<file path="src/rtl/axis_bit_transpose.sv">
// AXI-stream bit-matrix transposer: collects NUM rows of W bits, then emits W
// columns of NUM bits (out_data[k] = row k bit j). All outputs registered.

module axis_bit_transpose_row #(
    parameter int W = 6
) (
    input  logic         clock,
    input  logic         rst_n,
    input  logic         clr,
    input  logic         wr,
    input  logic [W-1:0] din,
    output logic [W-1:0] nxt
);
    logic [W-1:0] q;

    always_comb begin
        nxt = q;
        if (clr)
            nxt = '0;
        else if (wr)
            nxt = din;
    end

    always_ff @(posedge clock) begin
        if (!rst_n)
            q <= '0;
        else
            q <= nxt;
    end
endmodule

module axis_bit_transpose #(
    parameter int NUM = 8,
    parameter int W   = 6
) (
    input  logic           clock,
    input  logic           rst_n,
    input  logic [W-1:0]   in_data,
    input  logic           in_valid,
    input  logic           in_last,
    output logic           in_ready,
    output logic [NUM-1:0] out_data,
    output logic           out_valid,
    output logic           out_last,
    input  logic           out_ready,
    output logic           err_short
);
    localparam int RW = $clog2(NUM);
    localparam int CW = $clog2(W);
    localparam logic [RW-1:0] ROW_MAX = RW'(NUM - 1);
    localparam logic [CW-1:0] COL_MAX = CW'(W - 1);

    typedef enum logic {FILL = 1'b0, DRAIN = 1'b1} state_t;

    state_t                  state, state_nxt;
    logic [RW-1:0]           row, row_nxt;
    logic [CW-1:0]           col, col_nxt;
    logic                    in_fire, out_fire, blk_end, col_end;
    logic [NUM-1:0]          wr;
    logic [NUM-1:0][W-1:0]   rows_nxt;
    logic                    in_ready_nxt, out_valid_nxt, out_last_nxt, err_short_nxt;
    logic [NUM-1:0]          out_data_nxt;

    assign in_fire  = in_valid & in_ready;
    assign out_fire = out_valid & out_ready;
    assign blk_end  = in_fire & (in_last | (row == ROW_MAX));
    assign col_end  = out_fire & (col == COL_MAX);

    // Storage is wiped on the DRAIN->FILL edge so short blocks read zeros above in_last.
    for (genvar k = 0; k < NUM; k++) begin : g_row
        assign wr[k] = in_fire && (row == RW'(k));
        axis_bit_transpose_row #(.W(W)) u_row (
            .clock (clock),
            .rst_n (rst_n),
            .clr   (col_end),
            .wr    (wr[k]),
            .din   (in_data),
            .nxt   (rows_nxt[k])
        );
    end

    always_ff @(posedge clock) begin
        if (!rst_n) begin
            state     <= FILL;
            row       <= '0;
            col       <= '0;
            in_ready  <= 1'b0;
            out_valid <= 1'b0;
            out_last  <= 1'b0;
            err_short <= 1'b0;
            out_data  <= '0;
        end else begin
            state     <= state_nxt;
            row       <= row_nxt;
            col       <= col_nxt;
            in_ready  <= in_ready_nxt;
            out_valid <= out_valid_nxt;
            out_last  <= out_last_nxt;
            err_short <= err_short_nxt;
            out_data  <= out_data_nxt;
        end
    end

    always_comb begin
        state_nxt = state;
        row_nxt   = row;
        col_nxt   = col;
        case (state)
            FILL: begin
                if (in_fire)
                    row_nxt = blk_end ? '0 : row + RW'(1);
                if (blk_end)
                    state_nxt = DRAIN;
            end
            DRAIN: begin
                if (out_fire)
                    col_nxt = col_end ? '0 : col + CW'(1);
                if (col_end) begin
                    state_nxt = FILL;
                    row_nxt   = '0;
                end
            end
            default: state_nxt = FILL;
        endcase
    end

    // Outputs are computed from next-state values so column 0 appears one cycle after the last row.
    always_comb begin
        in_ready_nxt  = (state_nxt == FILL);
        out_valid_nxt = (state_nxt == DRAIN);
        out_last_nxt  = (state_nxt == DRAIN) && (col_nxt == COL_MAX);
        err_short_nxt = (state == FILL) && in_fire && in_last && (row != ROW_MAX);
        out_data_nxt  = '0;
        if (state_nxt == DRAIN) begin
            for (int k = 0; k < NUM; k++)
                out_data_nxt[k] = rows_nxt[k][col_nxt];
        end
    end
endmodule

</file>
<file path="config.mk">
export PLATFORM = sky130hd
export DESIGN_NAME = axis_bit_transpose
export DESIGN_NICKNAME = d
export VERILOG_FILES = /design/src/rtl/axis_bit_transpose.sv
export SDC_FILE = /design/constraint.sdc
export NUM_CORES = 1
export LEC_CHECK = 0
export CAP_MARGIN = 20
export CORE_MARGIN = 5
export CORE_UTILIZATION = 55
export CTS_BUF_LIST = sky130_fd_sc_hd__clkbuf_4 sky130_fd_sc_hd__clkbuf_8 sky130_fd_sc_hd__clkbuf_16
export CTS_CLUSTER_SIZE = 25
export DETAILED_ROUTE_END_ITERATION = 7
export PLACE_DENSITY_LB_ADDON = 0.25
export SYNTH_ARGS = -nofsm -noshare
export SYNTH_HDL_FRONTEND = slang
export SYNTH_SLANG_ARGS = --single-unit
</file>
<file path="constraint.sdc">
create_clock -name clock -period 3.1 [get_ports clock]
set_clock_uncertainty 0.05 [all_clocks]
set_input_delay 0.465 -clock clock [delete_from_list [all_inputs] [get_ports clock]]
set_output_delay 0.465 -clock clock [all_outputs]
set_load 0.005 [all_outputs]
</file>
==> results.md, run 1 <==
* Area growth, synth to finish at 13.1%
* Remaining global-route overflow at 0
* Detailed placer's ending HPWL at 5.05 mm
* Initial DRC Count at around 210
* Hold Vio Cnt, Final at 0
* Status: finished, final reports clean
* Max-Cap Viols at 0
* Crit path DAT at 2540 ps
* Synth cell types at 53
* Initial core utilization at 56.9%
* Pins Over Slew Limit at 0
* Core ar. at 5540 µm²
* Die Y at around 86 µm
* Syn Nets at roughly 360
* CP Max Fanout at 10
* CP endpoint kind: flip-flop
* # resized after CTS at 0
* IO Port Bufs at 22
* Die width at ~86 µm
* CP cell instances: clkdlybuf4s50_1, nand3_1, mux2_4, nor4_4, nand3_1, o211ai_1
* Register area at about 1300 µm²
* Cells after DPL at roughly 420
* CP delay by family, top: simple AND/OR/NAND/NOR gates
* VDD IR max at 0.314 mV
* Power, Total at 1.67 mW
* Leakage at 1.58 nW
* DP Area at 3390 µm²
* Clock root buffer: clkbuf_8
* CTS max path bufs at 2
* Placer Congestion at between 0.8 and 0.9
* # IOs at 23
* Pre-CTS setup slack at 475 ps
* Layout Nets at 382
* Slew HR at 60.1%
* Fillcell total at 492
* H-Tree Level Count at 3
* CTS tree: yes
* Clk sinks at between 60 and 70
* Reg clk slew, reported paths at 70 ps
* Antenna-violating nets left at 0
* Mapped Cells at about 350
* Hold/Removal Path Class: reg -> reg
* Kind of critical path: in -> reg
* Slowest-stage cell, CP: clkdlybuf4s50_1
* Worst Path Buf+Inv at 1
* Tcrit/Tclk final at 75.4%
* Startpoint types: input port
* Largest net degree at the start of global routing at 50
* Setup tns final at 0 ps
* Syn avg cell area at 9.14 µm²
* Worst-skew pair later-pin latency at roughly 340 ps
* Final setup vio count at 0
* Ant diodes at 0
* Layout cell share with drive strength beyond 1 at 11.4%
* Post-CTS Hold Buffers at 0
* Most frequent CP cell: nand3_1
* Area of the multi-input gates at 1710 µm²
* Finished Cell Area at 3570 µm²
* Die ar. at 7340 µm²
* # rows at 27
* RSZ-0062 raised after global routing: no
* FF+latch count, synth at 66
* Max Clk Rate at 428 MHz
* Yosys warning total at 0
* Setup WS post-layout at roughly 760 ps
* First-pass GRT wire length at 12.3 mm
* Least-Margin Pin Slew at 594 ps
* Crit path required time at 3300 ps
* CP max stage delay at between 700 and 800 ps
* TritonCTS Buffers at 9
* Vias in the first global route at 2,485
* First drt pass iteration count at 5
* Routed vias at ~2,500
* Post-Syn Area at 3150 µm²
* Register area share after synthesis at between 40% and 50%
* Cell Pwr Density at 469 nW/µm²
* Via density per instance at a little under 6
* GRT Overall Usage at 21.4%
* Setup bufs post-CTS at 0
* Initial antenna violation count at 0
* Routed wire length at 7.42 mm
* Non-Filler Instances at ~440
* DR WL/cell at between 15 and 20 µm
* Fin crit period at roughly 2300 ps
* DRC Markers at 0
==> registers in the layout (all words and copies together), names as in the netlist <==
register,cells
g_row.u_row.q,48
out_data,8
col,3
row,3
err_short,1
in_ready,1
out_last,1
state,1
==> final cells by class <==
cell class | count | area share (%)
Timing Repair Buffer | 25 | 6.81
Inverter | 6 | 0.632
Clock inverter | 2 | 0.351
Multi-Input combinational cell | 255 | 48.0
Tap cell | 72 | 2.53
Sequential cell | 66 | 37.1
Clock buffer | 13 | 4.67
==> cells by family after synthesis <==
group	count (synthesis)	share of synthesized area, %
flip-flops	66	41.9
AO/OA/AOI/OAI	55	12.1
multiplexers	42	14.4
buffers and inverters	24	3.81
adder cells (fa/ha/maj)	8	3.18
AND/OR/NAND/NOR	150	24.6
==> worst reg2reg max path, delay by kind of cell, from the launching register on <==
family | cells | cell delay, ps
AOI/OAI and AO/OA | 3 | 480
adders and majority gates | 1 | 310
DFF | 1 | 620
and+or+nand+nor | 2 | 720
==> worst paths after layout <==
check / from / end / slack (ps) / depth (start not counted)
worst max register to register: row[2] / out_data[7] / 840 / 6
worst max-delay path: out_ready / out_data[7] / 760 / 6
worst min register to register: g_row[5].u_row.q[0] / g_row[5].u_row.q[0] / 410 / 2
worst min-delay path: g_row[5].u_row.q[0] / g_row[5].u_row.q[0] / 410 / 2
==> Yosys cell counts, drive strengths merged <==
master  count  share of area (%)
mux2i      36                 11
a21o        1               0.48
inv         6               0.71
clkbuf     10                1.2
nand2b      1               0.20
nand3b      1               0.36
a21boi      2               0.48
nand3      18                3.4
nand2      57                7.1
nor3b       4                1.6
a22oi       2               0.48
dfxtp      66                 42
nor4        2               0.87
or2         1               0.20
o211a       1               0.32
and3        7                1.4
o21a        1               0.24
nand4       4                1.4
mux4        2                1.4
and4b       1               0.32
a32oi       5                1.4
a21oi      20                3.2
ha          8                3.2
nor2b       3               0.60
o311ai      1               0.28
buf         8                1.9
and2        4               0.79
nand4b      3                1.0
o211ai      3               0.87
nor2       44                5.3
o21ai       9                1.4
mux2        4                1.5
a211oi      5                1.6
o31ai       5                1.3
==> per-layer routing <==
metal / wire length (µm) / global-route usage, %
met2: 3600 / 33.5
met3: 350 / 4.42
met5: 0 / 0
met4: 194 / 10.8
met1: 3280 / 28.0
==> report_power, final <==
group / switching (mW) / total, mW / internal (mW) / leakage (nW)
clock network: 0.314 / 0.661 / 0.347 / 0.0923
registers: 0.0132 / 0.872 / 0.858 / 0.533
logic: 0.0883 / 0.140 / 0.0517 / 0.950
total: 0.415 / 1.67 / 1.26 / 1.58
==> through the flow <==
step                      hold WS [ps]  util [%]
after floorplan                    382         -
after global placement             388      61.1
after detailed placement           396      61.1
after CTS                          410      64.4
after global routing               435      64.4
final                              406      64.4
==> placed cells by master, fill, tap and decap left out, types with 2 or more instances in the layout <==
cell type	count
a32oi_1	5
mux2i_1	36
ha_1	8
nand4b_1	2
nor2b_1	3
mux2_1	2
o21ai_1	2
a22oi_1	2
clkbuf_4	2
a211oi_1	4
and3_1	7
a21boi_0	2
clkbuf_8	11
nor3b_2	2
and2_1	4
o31ai_1	4
clkdlybuf4s50_1	22
o211ai_1	2
nor2_1	43
a21oi_1	20
dfxtp_1	66
inv_1	5
nand4_2	3
nand2_1	55
buf_4	3
nand3_1	16
o21ai_0	7
mux4_2	2
(Power assumes the default switching activity.)
==> inputs of run 2 (changes only) <==
Clock period 3.1 ns to 2.2 ns, I/O delays scaled along.
==> run 2 against run 1 <==
Net effect: clock-buffer cell count fell by 2; first-iteration DRC count is 1.9% lower; final cell count is 7.1% higher; power rose by 40%; highest routed layer unchanged.
==> results.md, run 2 (synthesis gave the netlist of run 1 again) <==
* Antenna-violating nets left at 0
* CP Max Fanout at 4
* DRC Markers at 0
* First drt pass iteration count at 5
* TritonCTS Buffers at 9
* Least-Margin Pin Slew at 466 ps
* DR WL/cell at 16.0 µm
* Commonest cells after routing, fill and taps aside: 66 x dfxtp_1, 55 x nand2_1, 43 x nor2_1
* Initial core utilization at 56.9%
* Clock root buffer: clkbuf_8
* IO Port Bufs at 22
* Clk sinks at 66
* Slew HR at 68.8%
* VDD IR max at 0.495 mV
* Core ar. at 5540 µm²
* First-pass GRT wire length at 12.9 mm
* Tcrit/Tclk final at 92.3%
* Max Clk Rate at 492 MHz
* Setup bufs post-CTS at 0
* Crit path DAT at 2200 ps
* Die width at 85.7 µm
* Largest net degree at the start of global routing at 50
* Post-CTS Hold Buffers at 0
* Layout cell share with drive strength beyond 1 at 18.3%
* Ant diodes at 0
* Fillcell total at 457
* Core Util, Final at between 60% and 70%
* Reg2reg start: row[0]
* Routed vias at 2,683
* Max FFs per register at 48
* CTS max path bufs at 2
* Max-Cap Viols at 0
* Leakage at ~1.7 nW
* Die Y at 85.7 µm
* Fin crit period at 2030 ps
* Power, Total at around 2.3 mW
* Largest Register: g_row.u_row.q
* Reg clk slew, reported paths at 70 ps
* Pins Over Slew Limit at 0
* Hold Vio Cnt, Final at 0
* Layout Nets at about 400
* Area growth, synth to finish at 20.8%
* Cell Pwr Density at 614 nW/µm²
* Most common cell after layout, fill and taps aside: dfxtp_1
* Routed wire length at 7.54 mm
* Setup tns final at 0 ps
* H-Tree Level Count at 3
* Worst-skew pair later-pin latency at 340 ps
* Regs by FF count: g_row.u_row.q: 48 flops, out_data: 8 flops
* Hold/Removal Path Class: reg -> reg
* Startpoint types: flip-flop
* CTS tree: yes
* GRT Overall Usage at 22.6%
* # IOs at 23
* Initial antenna violation count at 0
* Die ar. at 7340 µm²
* Detailed placer's ending HPWL at about 5.4 mm
* Crit path required time at 2370 ps
* # resized after CTS at 0
* Final setup vio count at 0
* Remaining global-route overflow at 0
* # rows at 27
* RSZ-0062 raised after global routing: no
* Vias in the first global route at 2,695
* Initial DRC Count at a little over 200
* Status: finished, final reports clean
* Hold WS at 402 ps
* Placer Congestion at 0.901
* Via density per instance at 5.71
* Kind of critical path: reg -> reg
* CP endpoint kind: flip-flop
* CP startpoint: row[0]
* Hold wc startpoint: g_row[2].u_row.q[4]
## run 2: cell count changes in the layout (fill, tap and decap cells not counted)
cell,before,now
clkinv_2,1,3
buf_4,3,31
clkinv_4,0,1
buf_12,0,2
clkbuf_8,11,9
## run 2: power breakdown
group	internal (mW)	switching [mW]	leakage (nW)
sequential	1.21	0.0151	0.533
combinational	0.0995	0.134	1.10
clock	0.430	0.450	0.0899
## run 2: per-stage QoR
stage                     instance area [µm²]  instances  worst slack, ps
after global routing                     3810        470             16.9
after global placement                   3640        454            -46.3
after floorplan                          3150        345              374
after detailed placement                 3640        454            -72.3
after CTS                                3810        470              167
final                                    3810        470              169
## run 2: worst max-delay path: stages, from the launching register on
cell and delay (ps):
dfxtp_1 340, ha_1 230, ha_1 200, o211a_1 230, o211ai_2 330, a211oi_4 80, buf_4 170, a32oi_1 170
o31ai_1 110
## run 2: path summary, 6_finish.rpt
kind                                       endpoint  slack, ps  cells after the start
worst max register to register          out_data[0]        170                      8
worst min-delay path            g_row[2].u_row.q[4]        400                      2
worst max-delay path                    out_data[0]        170                      8
worst min register to register  g_row[2].u_row.q[4]        400                      2
## run 2: final cells by class
class	count	area, µm²	share of cell area [%]
Inverter	6	22.5	0.592
Sequential cell	66	1320	34.7
Clock buffer	11	139	3.65
Multi-Input combinational cell	255	1710	44.9
Clock inverter	5	31.3	0.822
Tap cell	72	90.1	2.37
Timing Repair Buffer	55	493	12.9
## run 2: routing by layer
layer,up-vias,GRT usage [%],routed length (µm)
li1,1303,-,-
met1,1280,28.4,3290
met2,83,36.7,3670
met3,17,5.76,432
met4,0,9.50,142
met5,-,0,0
==> inputs of run 3 (changes only) <==
Settings changed: CAP_MARGIN 20 to unset.
==> results of run 3 <==
No change in the layout: final DEF, timing and power equal those of run 2.
==> RTL change (settings of run 3) <==
Put one more register stage on the output `err_short`, with the module's reset. The value now appears one clock later. The other outputs are not delayed to match.
--- a/src/rtl/axis_bit_transpose.sv
+++ b/src/rtl/axis_bit_transpose.sv
@@ -52,6 +52,8 @@
 
     typedef enum logic {FILL = 1'b0, DRAIN = 1'b1} state_t;
 
+    logic err_short_s0;
+
     state_t                  state, state_nxt;
     logic [RW-1:0]           row, row_nxt;
     logic [CW-1:0]           col, col_nxt;
@@ -87,7 +89,7 @@
             in_ready  <= 1'b0;
             out_valid <= 1'b0;
             out_last  <= 1'b0;
-            err_short <= 1'b0;
+            err_short_s0 <= 1'b0;
             out_data  <= '0;
         end else begin
             state     <= state_nxt;
@@ -96,7 +98,7 @@
             in_ready  <= in_ready_nxt;
             out_valid <= out_valid_nxt;
             out_last  <= out_last_nxt;
-            err_short <= err_short_nxt;
+            err_short_s0 <= err_short_nxt;
             out_data  <= out_data_nxt;
         end
     end
@@ -136,5 +138,13 @@
                 out_data_nxt[k] = rows_nxt[k][col_nxt];
         end
     end
+    always_ff @(posedge clock) begin
+        if (!rst_n) begin
+            err_short <= '0;
+        end else begin
+            err_short <= err_short_s0;
+        end
+    end
+
 endmodule
 
Formal check against the unedited RTL: not equivalent (a bounded check fails within 4 cycles, from zero or initial values and one cycle with rst_n low).
==> RTL change against run 3 <==
Design area grew 1.5%. Global-route usage shrank 0.14 points. Total power grew 13%. Worst setup slack lost 0.0067 ns. Sequential cell count grew 1. Core utilization grew 0.64 points. Routed wire length grew 4.1%. Clock power grew 32%. Area after synthesis grew 1.4%. Largest cell class unchanged.
==> RTL change: results (changes against run 3) <==
outcome: "finished clean"  # unchanged
first_pass_iters: 4  # was 5
synthMuxAreaShare: 0.142  # was 0.144
nNetsFinal: 408  # was 412
grt_pass1_wl_mm: 13.0  # was 12.9 mm
clock_tree.buffer_depth: 2  # unchanged
cts_made_buffers: 9  # unchanged
p_leak_uw: 0.00173  # about the same
syn_nets: 367  # was 364
drive_gt1_frac: 0.178  # was 0.183
cp_slowest_stage_delay_ns: 0.35
synth.area.top_cells: "dfxtp_1 42%, mux2i_1 11%, nand2_1 6.3%"  # was dfxtp_1 42%, mux2i_1 11%, nand2_1 6.6%
dp_hpwl_mm: 5.47  # was 5.37 mm
synth_compound_area_frac: 0.122  # was 0.121
hold_start: "g_row[1].u_row.q[4]"  # was g_row[2].u_row.q[4]
crit_path_start: "row[1]"  # was row[0]
antenna_found_initial: 0  # unchanged
vdd_drop_max_v: 0.000561  # was 0.000495 V
gr-usage-all-layers: 0.224  # was 0.226
fill_cells: 449  # was 457
vias_per_cell: 5.64  # was 5.71
post_drt_wl_per_cell_um: 16.8  # was 16.0 um
synth_xor_xnor_area_share: 0  # unchanged
place_congestion: 0.838  # was 0.901
dpl_cell_area_sq_mm: 0.00363  # was 0.00364 sq mm
initialDrtViolationCount: 208  # was 203
synth.distinct_cells: 52  # was 53
cts_root_buffer: "clkbuf_8"  # unchanged
cp_max_fo: 8  # was 4
arrival_ns: 2.20  # about the same
netlist_top_cells_count: "67 x dfxtp_1, 54 x nand2_1, 42 x nor2_1"  # was 66 x dfxtp_1, 55 x nand2_1, 43 x nor2_1
top_regs: "g_row.u_row.q x48, out_data x8"  # unchanged
async_reset_ff_frac: 0  # unchanged
relSlewSlack: 0.645  # was 0.688
ys_warn_count: 0  # unchanged
synth_fa_ha_area_frac: 0.0313  # was 0.0318
synth.yosys.seq_area_share: 0.420  # was 0.419
[RTL change: area by class of cell]
| type | instances | area share |
|---|---|---|
| well taps | 72 | 0.0233 |
| flip-flops and latches | 67 | 0.347 |
| clock buffers | 12 | 0.0411 |
| multi-input cells | 256 | 0.448 |
| repair buffers | 49 | 0.116 |
| inverters | 6 | 0.00583 |
| clock inverters | 4 | 0.0188 |
[RTL change: through the flow]
stage                     std cells   util  total power [uW]  setup slack (ns)
after floorplan                 348      -              1410             0.371
final                           466  0.694              2640             0.162
after CTS                       466  0.693              2650             0.106
after global routing            466  0.694              2740            0.0590
after global placement          450  0.652              1500           -0.0766
after detailed placement        450  0.652              1500           -0.0512
[RTL change: kinds of logic (layout without fill, tap and decap cells)]
logic type,after synthesis,in the layout
mux,42,42
flops,67,67
fa+ha+maj,8,8
simple gates,151,151
compound gates,55,55
buf+inv,25,71
[RTL change: worst paths after layout]
| kind | to | slack (ns) | cells after the start |
|---|---|---|---|
| setup / recovery | out_data[0] | 0.16 | 8 |
| hold / removal | g_row[1].u_row.q[4] | 0.40 | 2 |
| setup reg to reg | out_data[0] | 0.16 | 8 |
| hold reg to reg | g_row[1].u_row.q[4] | 0.40 | 2 |
[RTL change: metal layers]
layer	wire length, um	vias up	GRT usage
li1	-	1299	-
met1	3350	1225	0.289
met2	3700	88	0.361
met3	542	17	0.0494
met4	247	0	0.0992
met5	0	-	0
[RTL change: repair_timing]
| action | 4_1_cts | 5_1_grt |
|---|---|---|
| setup buffers | 0 | 0 |
| endpoints found under the setup margin | 0 | 1 |
| resized for setup | 0 | 1 |
[RTL change: report_power, final]
| group | internal (uW) | switching [uW] |
|---|---|---|
| Clock | 711 | 453 |
| Sequential | 1230 | 18.5 |
| Combinational | 97.5 | 137 |
| Total | 2040 | 608 |
